### config.mk
export PLATFORM = sky130hd
export DESIGN_NAME = gpu_cmd_sequencer
export DESIGN_NICKNAME = d
export VERILOG_FILES = /design/src/rtl/gpu_cmd_sequencer.sv
export SDC_FILE = /design/constraint.sdc
export NUM_CORES = 2
export LEC_CHECK = 0
export BUFFER_PORTS_ARGS = -buffer_cell sky130_fd_sc_hd__buf_2
export CORE_MARGIN = 1.5
export CORE_UTILIZATION = 50
export CTS_CLUSTER_SIZE = 14
export DETAILED_ROUTE_END_ITERATION = 10
export PLACE_DENSITY = 0.66
export RECOVER_POWER = 25
export SYNTH_ARGS = -nofsm -noshare
export SYNTH_HDL_FRONTEND = slang
export SYNTH_SLANG_ARGS = --single-unit
### constraint.sdc
create_clock -name clk -period 15 [get_ports clk]
set_input_delay 0.75 -clock clk [delete_from_list [all_inputs] [get_ports clk]]
set_output_delay 0.75 -clock clk [all_outputs]
set_load 0.02 [all_outputs]
### src/rtl/gpu_cmd_sequencer.sv
`default_nettype none
// ============================================================================
// Module   : gpu_cmd_sequencer
// Brief    : Command FIFO plus issue/wait/gap sequencer for gpu_top, with a
//            WAIT watchdog and a completion counter. The optional CLEAR phase,
//            which pulses gpu_soft_rst after each command, is enabled by
//            GPU_SEQ_CLEAR_EN.
// Revision : 1.0 - initial release
// ============================================================================
module gpu_cmd_sequencer #(
    parameter int CMD_W          = 128,
    parameter int DEPTH          = 16,
    parameter int GAP_CYCLES     = 5,
    parameter int CLR_CYCLES     = 2,
    parameter int TIMEOUT_CYCLES = 4096
) (
    input  logic                   clk,
    input  logic                   rst_n,
    input  logic                   in_valid,
    output logic                   in_ready,
    input  logic [CMD_W-1:0]       in_data,
    input  logic                   flush,
    output logic                   gpu_cmd_valid,
    output logic [CMD_W-1:0]       gpu_cmd_data,
    input  logic                   gpu_cmd_ready,
    input  logic                   gpu_done,
    output logic                   gpu_soft_rst,
    output logic                   seq_busy,
    output logic [$clog2(DEPTH):0] fifo_level,
    output logic [15:0]            cmd_count,
    output logic                   timeout_err
);
    localparam int c_AW    = $clog2(DEPTH);
    localparam int c_MAX1  = (TIMEOUT_CYCLES > GAP_CYCLES) ? TIMEOUT_CYCLES : GAP_CYCLES;
    localparam int c_MAX2  = (c_MAX1 > CLR_CYCLES) ? c_MAX1 : CLR_CYCLES;
    localparam int c_TMR_W = $clog2(c_MAX2 + 2);

    localparam logic [c_TMR_W-1:0] c_WD_LAST  = c_TMR_W'((TIMEOUT_CYCLES > 0) ? TIMEOUT_CYCLES - 1 : 0);
    localparam logic [c_TMR_W-1:0] c_GAP_LAST = c_TMR_W'((GAP_CYCLES > 0) ? GAP_CYCLES - 1 : 0);
    localparam logic [c_AW:0]      c_FULL     = (c_AW + 1)'(DEPTH);

    localparam logic [2:0] c_S_IDLE  = 3'd0;
    localparam logic [2:0] c_S_ISSUE = 3'd1;
    localparam logic [2:0] c_S_WAIT  = 3'd2;
    localparam logic [2:0] c_S_GAP   = 3'd3;
`ifdef GPU_SEQ_CLEAR_EN
    localparam logic [2:0]         c_S_CLEAR  = 3'd4;
    localparam logic [c_TMR_W-1:0] c_CLR_LAST = c_TMR_W'((CLR_CYCLES > 0) ? CLR_CYCLES - 1 : 0);
`endif

    logic [CMD_W-1:0]   r_mem [DEPTH];
    logic [c_AW-1:0]    r_wr_ptr;
    logic [c_AW-1:0]    r_rd_ptr;
    logic [c_AW:0]      r_level;
    logic [c_AW:0]      w_level_nxt;
    logic               r_full;
    logic               w_push;
    logic               w_pop;

    logic [2:0]         r_state;
    logic [2:0]         w_state_nxt;
    logic [c_TMR_W-1:0] r_tmr;
    logic [c_TMR_W-1:0] w_tmr_nxt;
    logic               r_done_q;
    logic               r_cmd_valid;
    logic               w_valid_nxt;
    logic [CMD_W-1:0]   r_cmd_data;
    logic [15:0]        r_cmd_count;
    logic               w_cmd_done;
    logic               r_timeout;
    logic               w_timeout_set;
    logic               r_busy;

    // Flush wins over a same-cycle push; a same-cycle pop still issues its head.
    assign w_push = in_valid && !r_full && !flush;

    always_comb begin
        w_level_nxt = r_level;
        if (flush) begin
            w_level_nxt = '0;
        end else if (w_push && !w_pop) begin
            w_level_nxt = r_level + (c_AW + 1)'(1);
        end else if (!w_push && w_pop) begin
            w_level_nxt = r_level - (c_AW + 1)'(1);
        end
    end

    always_ff @(posedge clk) begin
        if (w_push) begin
            r_mem[r_wr_ptr] <= in_data;
        end
    end

    always_ff @(posedge clk or negedge rst_n) begin
        if (!rst_n) begin
            r_wr_ptr <= '0;
            r_rd_ptr <= '0;
            r_level  <= '0;
            r_full   <= 1'b0;
        end else begin
            if (w_push) begin
                r_wr_ptr <= r_wr_ptr + c_AW'(1);
            end
            if (flush) begin
                r_rd_ptr <= r_wr_ptr;
            end else if (w_pop) begin
                r_rd_ptr <= r_rd_ptr + c_AW'(1);
            end
            r_level <= w_level_nxt;
            r_full  <= (w_level_nxt == c_FULL);
        end
    end

`ifdef GPU_SEQ_CLEAR_EN
    logic r_soft_rst;
    logic w_soft_rst_nxt;
`endif

    // One timer serves the watchdog, the gap count and the clear pulse.
    always_comb begin
        w_state_nxt   = r_state;
        w_tmr_nxt     = r_tmr;
        w_valid_nxt   = 1'b0;
        w_pop         = 1'b0;
        w_cmd_done    = 1'b0;
        w_timeout_set = 1'b0;
`ifdef GPU_SEQ_CLEAR_EN
        w_soft_rst_nxt = 1'b0;
`endif
        case (r_state)
            c_S_IDLE: begin
                if ((r_level != '0) && gpu_cmd_ready) begin
                    w_pop       = 1'b1;
                    w_valid_nxt = 1'b1;
                    w_state_nxt = c_S_ISSUE;
                end
            end
            c_S_ISSUE: begin
                w_state_nxt = c_S_WAIT;
                w_tmr_nxt   = '0;
            end
            c_S_WAIT: begin
                if (gpu_done && !r_done_q) begin
                    w_cmd_done  = 1'b1;
                    w_state_nxt = c_S_GAP;
                    w_tmr_nxt   = '0;
                end else if ((TIMEOUT_CYCLES > 0) && (r_tmr == c_WD_LAST)) begin
                    w_timeout_set = 1'b1;
                    w_cmd_done    = 1'b1;
                    w_state_nxt   = c_S_GAP;
                    w_tmr_nxt     = '0;
                end else begin
                    w_tmr_nxt = r_tmr + c_TMR_W'(1);
                end
            end
            c_S_GAP: begin
                if ((GAP_CYCLES == 0) || (r_tmr == c_GAP_LAST)) begin
`ifdef GPU_SEQ_CLEAR_EN
                    w_state_nxt    = c_S_CLEAR;
                    w_tmr_nxt      = '0;
                    w_soft_rst_nxt = 1'b1;
`else
                    w_state_nxt = c_S_IDLE;
`endif
                end else begin
                    w_tmr_nxt = r_tmr + c_TMR_W'(1);
                end
            end
`ifdef GPU_SEQ_CLEAR_EN
            c_S_CLEAR: begin
                if (r_tmr == c_CLR_LAST) begin
                    w_state_nxt = c_S_IDLE;
                end else begin
                    w_tmr_nxt      = r_tmr + c_TMR_W'(1);
                    w_soft_rst_nxt = 1'b1;
                end
            end
`endif
            default: begin
                w_state_nxt = c_S_IDLE;
            end
        endcase
    end

    always_ff @(posedge clk or negedge rst_n) begin
        if (!rst_n) begin
            r_state     <= c_S_IDLE;
            r_tmr       <= '0;
            r_done_q    <= 1'b0;
            r_cmd_valid <= 1'b0;
            r_cmd_data  <= '0;
            r_cmd_count <= '0;
            r_timeout   <= 1'b0;
            r_busy      <= 1'b0;
        end else begin
            r_state     <= w_state_nxt;
            r_tmr       <= w_tmr_nxt;
            r_done_q    <= gpu_done;
            r_cmd_valid <= w_valid_nxt;
            if (w_pop) begin
                r_cmd_data <= r_mem[r_rd_ptr];
            end
            if (w_cmd_done) begin
                r_cmd_count <= r_cmd_count + 16'd1;
            end
            if (w_timeout_set) begin
                r_timeout <= 1'b1;
            end
            r_busy <= (w_state_nxt != c_S_IDLE) || (w_level_nxt != '0);
        end
    end

`ifdef GPU_SEQ_CLEAR_EN
    always_ff @(posedge clk or negedge rst_n) begin
        if (!rst_n) begin
            r_soft_rst <= 1'b0;
        end else begin
            r_soft_rst <= w_soft_rst_nxt;
        end
    end
    assign gpu_soft_rst = r_soft_rst;
`else
    assign gpu_soft_rst = 1'b0;
`endif

    assign in_ready      = !r_full;
    assign gpu_cmd_valid = r_cmd_valid;
    assign gpu_cmd_data  = r_cmd_data;
    assign seq_busy      = r_busy;
    assign fifo_level    = r_level;
    assign cmd_count     = r_cmd_count;
    assign timeout_err   = r_timeout;

endmodule
`default_nettype wire

Yosys cells after proc, flatten, opt, wreduce, memory -nomap -nowiden. Memories as Yosys holds them, arrays and structs flattened. A register that Yosys moved wholly into a read port is not among the register bits. Index checks and enable logic that the tools add are counted.

Memory bits (writable): 2048. Memories kept: 1. Bits of input ports: 134. Register bits: 50. Logic and storage cells: 68. Output and inout bits: 154.

Memory list: r_mem (words 16, bits a word 128, rd ports 1, clocked after memory_dff 1, write ports 1, RTL line 51) `logic [CMD_W-1:0] r_mem [DEPTH];`.

Muxes and demuxes: 23. Add/sub/neg operators: 6. Reductions and logical operators: 20. Eq/ne operators: 7.

Operators with widths (count): two-way mux 13 bit (3); case mux 13 bit (3 select lines) (1); adder 16 x 1 -> 16 bit, second input constant (1); two-way mux 5 bit (3); adder 13 x 1 -> 13 bit, second input constant (1); == test 13 x 12 -> 1 bit, second input constant (1); == test 13 x 3 -> 1 bit, second input constant (1); two-way mux 3 bit (4); case mux 3 bit (4 select lines) (1); nonzero test 5 bit (2); two-way mux 1 bit (9); adder 4 x 1 -> 4 bit, second input constant (2); two-way mux 4 bit (2); == test 3 x 2 -> 1 bit, second input constant (2); logical AND 1 bit (6); logical NOT 1 bit (6); nonzero test 3 bit (2); adder 5 x 1 -> 5 bit, second input constant (1); == test 5 bit, second input constant (1); subtractor 5 x 1 -> 5 bit, second input constant (1); == test 3 x 1 -> 1 bit, second input constant (1); logical NOT 3 bit (1); != test 2 bit, second input constant (1); AND reduction 2 bit (1); 2 further kinds (2).

Logic depth before layout (Yosys ltp).
Word-level depth: 10. Depth in mapped cells: 9. Mapped depth without buffers: 8.

Least setup slack after synthesis. No wires, ideal clock.

Kind: input to register. From: input port flush. To: memory r_mem[3][0], enable pin. Stages on the path: 5. Setup time: 0.772 ns. Data required time: 14.228 ns. Arrival time: 10.270 ns. Path slack: 3.959 ns. Path through: clkbuf_1 > nor3b_1 > clkbuf_1 > nand2_1 > nor3_1.

Word-level cells in the longest chain between the ends: 4.

RTL lines: from (decl) (RTL line 22) `input logic flush,`; logical NOT 1 bit (RTL line 75) `assign w_push = in_valid && !r_full && !flush;`; logical AND 1 bit (RTL line 75); two-way mux 1 bit (RTL line 89) `if (w_push) begin`; two-way mux 1 bit (implied by the code) (RTL line 90) `r_mem[r_wr_ptr] <= in_data;`; to (decl) (RTL line 51).

No other way between the ends.

==> run summary <==
Count of pins over their slew limit -> 0
Critical path type -> reg -> reg
Clock Tree Buf Depth -> 3
First-pass GRT wire length -> 287 mm
Port-buffer cells -> 286
Classification of the worst-slack hold path -> in -> reg
Sequential share of the synthesized area -> 0.775
Post-detailed-routing wire length -> 196 mm
Deepest level of the CTS H-tree -> 4
Area of the core region -> 0.169 mm2
DR WL/cell -> 28.2 um
Fraction of registers with async set/reset -> 0.0800
Switching power -> 4940 uW
Number of search-and-repair iterations in the first detailed-routing pass -> 7
Fin Setup TNS -> 0 ps
Maximum number of pins on one net before global-route repair -> 159
Number of sinks handled by clock tree synthesis -> 2226
HPWL Detailed -> 101 mm
Endpoints failing hold -> 0
Power density over cell area -> 178 mW/mm2
Via total after detailed routing -> 41.6k
Routed Antenna Nets -> 0
Die height -> 415 um
Critical path startpoint category -> register
Starting density of the core -> 0.503
Setup repair after global routing missed its margin -> false
Combined area of all synthesized cells -> 0.0851 mm2
Finish-stage setup viols -> 0
Row cnt -> 151
Clock skew -> 37.8 ps
Max Cap Violations -> 0
Cell variety after synth -> 61
Count of routing violations after the opening detailed-route iteration -> 3566
Data required time at the worst endpoint -> 15660 ps
Die Area -> 0.173 mm2
Primary flip-flop cell chosen by synthesis mapping -> edfxtp_1
Worst r2r src -> r_rd_ptr[0]$_DFFE_PN0P_
DRC errors left -> 0
Met2 track demand over resource -> 0.386
Met1 usage in global routing -> 0.305
Clock root buffer -> clkbuf_16
Commonest non-fill, non-tap cell in the layout -> edfxtp_1
Reg power frac -> 0.441
Via-to-Cell Ratio -> 5.98
Flip-flop and latch count after synthesis -> 2226
Number of gates resized after CTS -> 0
Clock transition at the registers of the reported paths -> 60 ps
Worst slew margin relative to its limit -> 0.252
Layout-stage area growth over the synthesis result -> 13.3%
Share of final-layout standard cells stronger than drive strength 1 -> 0.215
Actual transition at the worst max-transition pin -> 1120 ps
Die Width -> 415 um
Sort of element at the end of the critical path -> register
Result of the run -> completed
Placed cells -> 6550
Number of nets in the layout -> 4698
Max frequency -> 222 MHz
Gp weighted congestion -> 0.735
Switching portion of total power -> 0.288
Vias in the first global route -> 42.5k
Combinational Power Share -> 0.237
Average size of a mapped cell -> 20.2 um2
Clock tree from TritonCTS -> built
Clock insertion delay at the later pin of the skew report -> 860 ps
Overall fraction of global-route tracks in use -> 0.227
Cell count after synthesis -> 4204
Hold_sp -> in_data[73]
EDFF count, synth -> 2048
GR met3 Demand/Resource -> 0.0357
GR peak layer -> met2
Static leakage -> 0.0319 uW
Max Fanout on Critical Path -> 45
Arrival time reported for the critical path endpoint -> 5170 ps
Minimum period implied by the final worst setup slack -> 4510 ps
Number of non-filler instances in the completed layout -> 6962
Peak VDD IR -> 0.163 mV
Period Utilization, post-route -> 0.301
Antenna violations before repair -> 23
Global route total overflow -> 0
Power share of the clock group -> 0.322
TritonCTS Buffers -> 218
Most used cells in the layout excluding fill and tap cells -> edfxtp_1, mux4_2, mux2i_1
Yosys warning total -> 0
IO Pins -> 288
Worst setup path startpoint -> r_rd_ptr[0]$_DFFE_PN0P_
Internal -> 12200 uW
-- stage by stage --
step,util,setup slack (ps),power [uW],instance area (um2),hold WS (ps)
after global routing,0.570,10060,17800,96300,265
after global placement,0.527,10350,11800,89100,455
after CTS,0.570,10310,17300,96400,187
after detailed placement,0.527,10310,11800,89100,460
final,0.570,10490,17100,96300,302
after floorplan,-,3960,10500,85100,454
-- path summary, 6_finish.rpt --
check	slack, ps	endpoint	cells after the start
worst min register to register	470	cmd_count[15]$_DFFE_PN0P_	1
worst min-delay path	300	r_mem[12][73]$_DFFE_PP_	1
worst max-delay path	10490	gpu_cmd_data[112]$_DFFE_PN0P_	7
max in group asynchronous	13170	gpu_cmd_data[123]$_DFFE_PN0P_	3
worst max register to register	10490	gpu_cmd_data[112]$_DFFE_PN0P_	7
min in group asynchronous	440	cmd_count[5]$_DFFE_PN0P_	2
-- metal layers --
metal	share of wire	vias up
met2	0.51	1259
met1	0.41	22200
met4	0.025	8
li1	-	17800
met5	0.00027	-
met3	0.053	294
-- area by class of cell --
| type | count | area, um2 |
|---|---|---|
| diodes | 7 | 17.5 |
| clock buffers | 302 | 6110 |
| clock inverters | 101 | 1200 |
| fillers | 12500 | 72700 |
| inverters | 11 | 46.3 |
| multi-input cells | 1732 | 18200 |
| flip-flops and latches | 2226 | 66000 |
| well taps | 2218 | 2780 |
| repair buffers | 365 | 2030 |
-- flip-flops by register name, summed over array words and instances (netlist names) --
register       count
gpu_cmd_valid      1
seq_busy           1
r_state            3
r_mem           2048
r_full             1
gpu_cmd_data     128
r_wr_ptr           4
cmd_count         16
fifo_level         5
r_rd_ptr           4
timeout_err        1
r_tmr             13
r_done_q           1
-- synthesized netlist by cell type, types with 3 or more instances --
| library cell | instances | area [um2] |
|---|---|---|
| a211o_1 | 7 | 61.3 |
| a21oi_1 | 5 | 25.0 |
| a22o_1 | 4 | 35.0 |
| and2_1 | 4 | 25.0 |
| and4_1 | 5 | 43.8 |
| buf_1 | 35 | 131 |
| buf_2 | 65 | 325 |
| clkbuf_1 | 132 | 495 |
| dfrtp_1 | 178 | 4450 |
| edfxtp_1 | 2048 | 61500 |
| ha_1 | 10 | 125 |
| inv_1 | 9 | 33.8 |
| mux2_2 | 4 | 45.0 |
| mux2i_1 | 381 | 3810 |
| mux4_2 | 390 | 8780 |
| nand2_1 | 276 | 1040 |
| nand2b_1 | 5 | 31.3 |
| nand3_1 | 10 | 50.1 |
| nand4_1 | 12 | 75.1 |
| nor2_1 | 28 | 105 |
| nor2b_1 | 127 | 795 |
| nor3_1 | 13 | 65.1 |
| nor3b_1 | 3 | 22.5 |
| nor4b_1 | 4 | 35.0 |
| o21ai_0 | 138 | 691 |
| o22ai_1 | 122 | 763 |
| o311ai_0 | 3 | 26.3 |
| o31ai_1 | 123 | 923 |
| or4_1 | 3 | 22.5 |
| xnor2_1 | 18 | 158 |
| xor2_1 | 5 | 43.8 |
-- critical path, cell delays in order, from the launching register on --
cell and delay [ps]:
dfrtp_4 900, buf_4 670, buf_4 790, buf_4 730
mux4_2 600, nor2b_1 150, o31ai_1 230, o21ai_0 100
-- power by group through the flow --
stage | logic (uW) | clock network, uW | registers (uW)
6_report | 4050 | 5530 | 7560
5_1_grt | 4360 | 5850 | 7600
4_1_cts | 4130 | 5620 | 7570
3_5_place_dp | 4120 | 0 | 7690
3_3_place_gp | 4090 | 0 | 7680
2_1_floorplan | 2770 | 0 | 7760
-- cell families after synthesis --
logic type      after synthesis  synth area share
flops                      2226             0.775
mux                         775             0.149
simple gates                505            0.0287
compound gates              417            0.0312
buf+inv                     247            0.0122
xor+xnor                     23           0.00237
fa+ha+maj                    10           0.00147
other cells                   1         0.0000441
-- what timing repair did --
action / 4_1_cts / 5_1_grt
hold endpoints to repair: 49 / 0
hold buffers: 2 / 0
endpoints found under the setup margin: 0 / 0
buffers inserted: 0 / 0
Power figures use the tool's default switching activity.
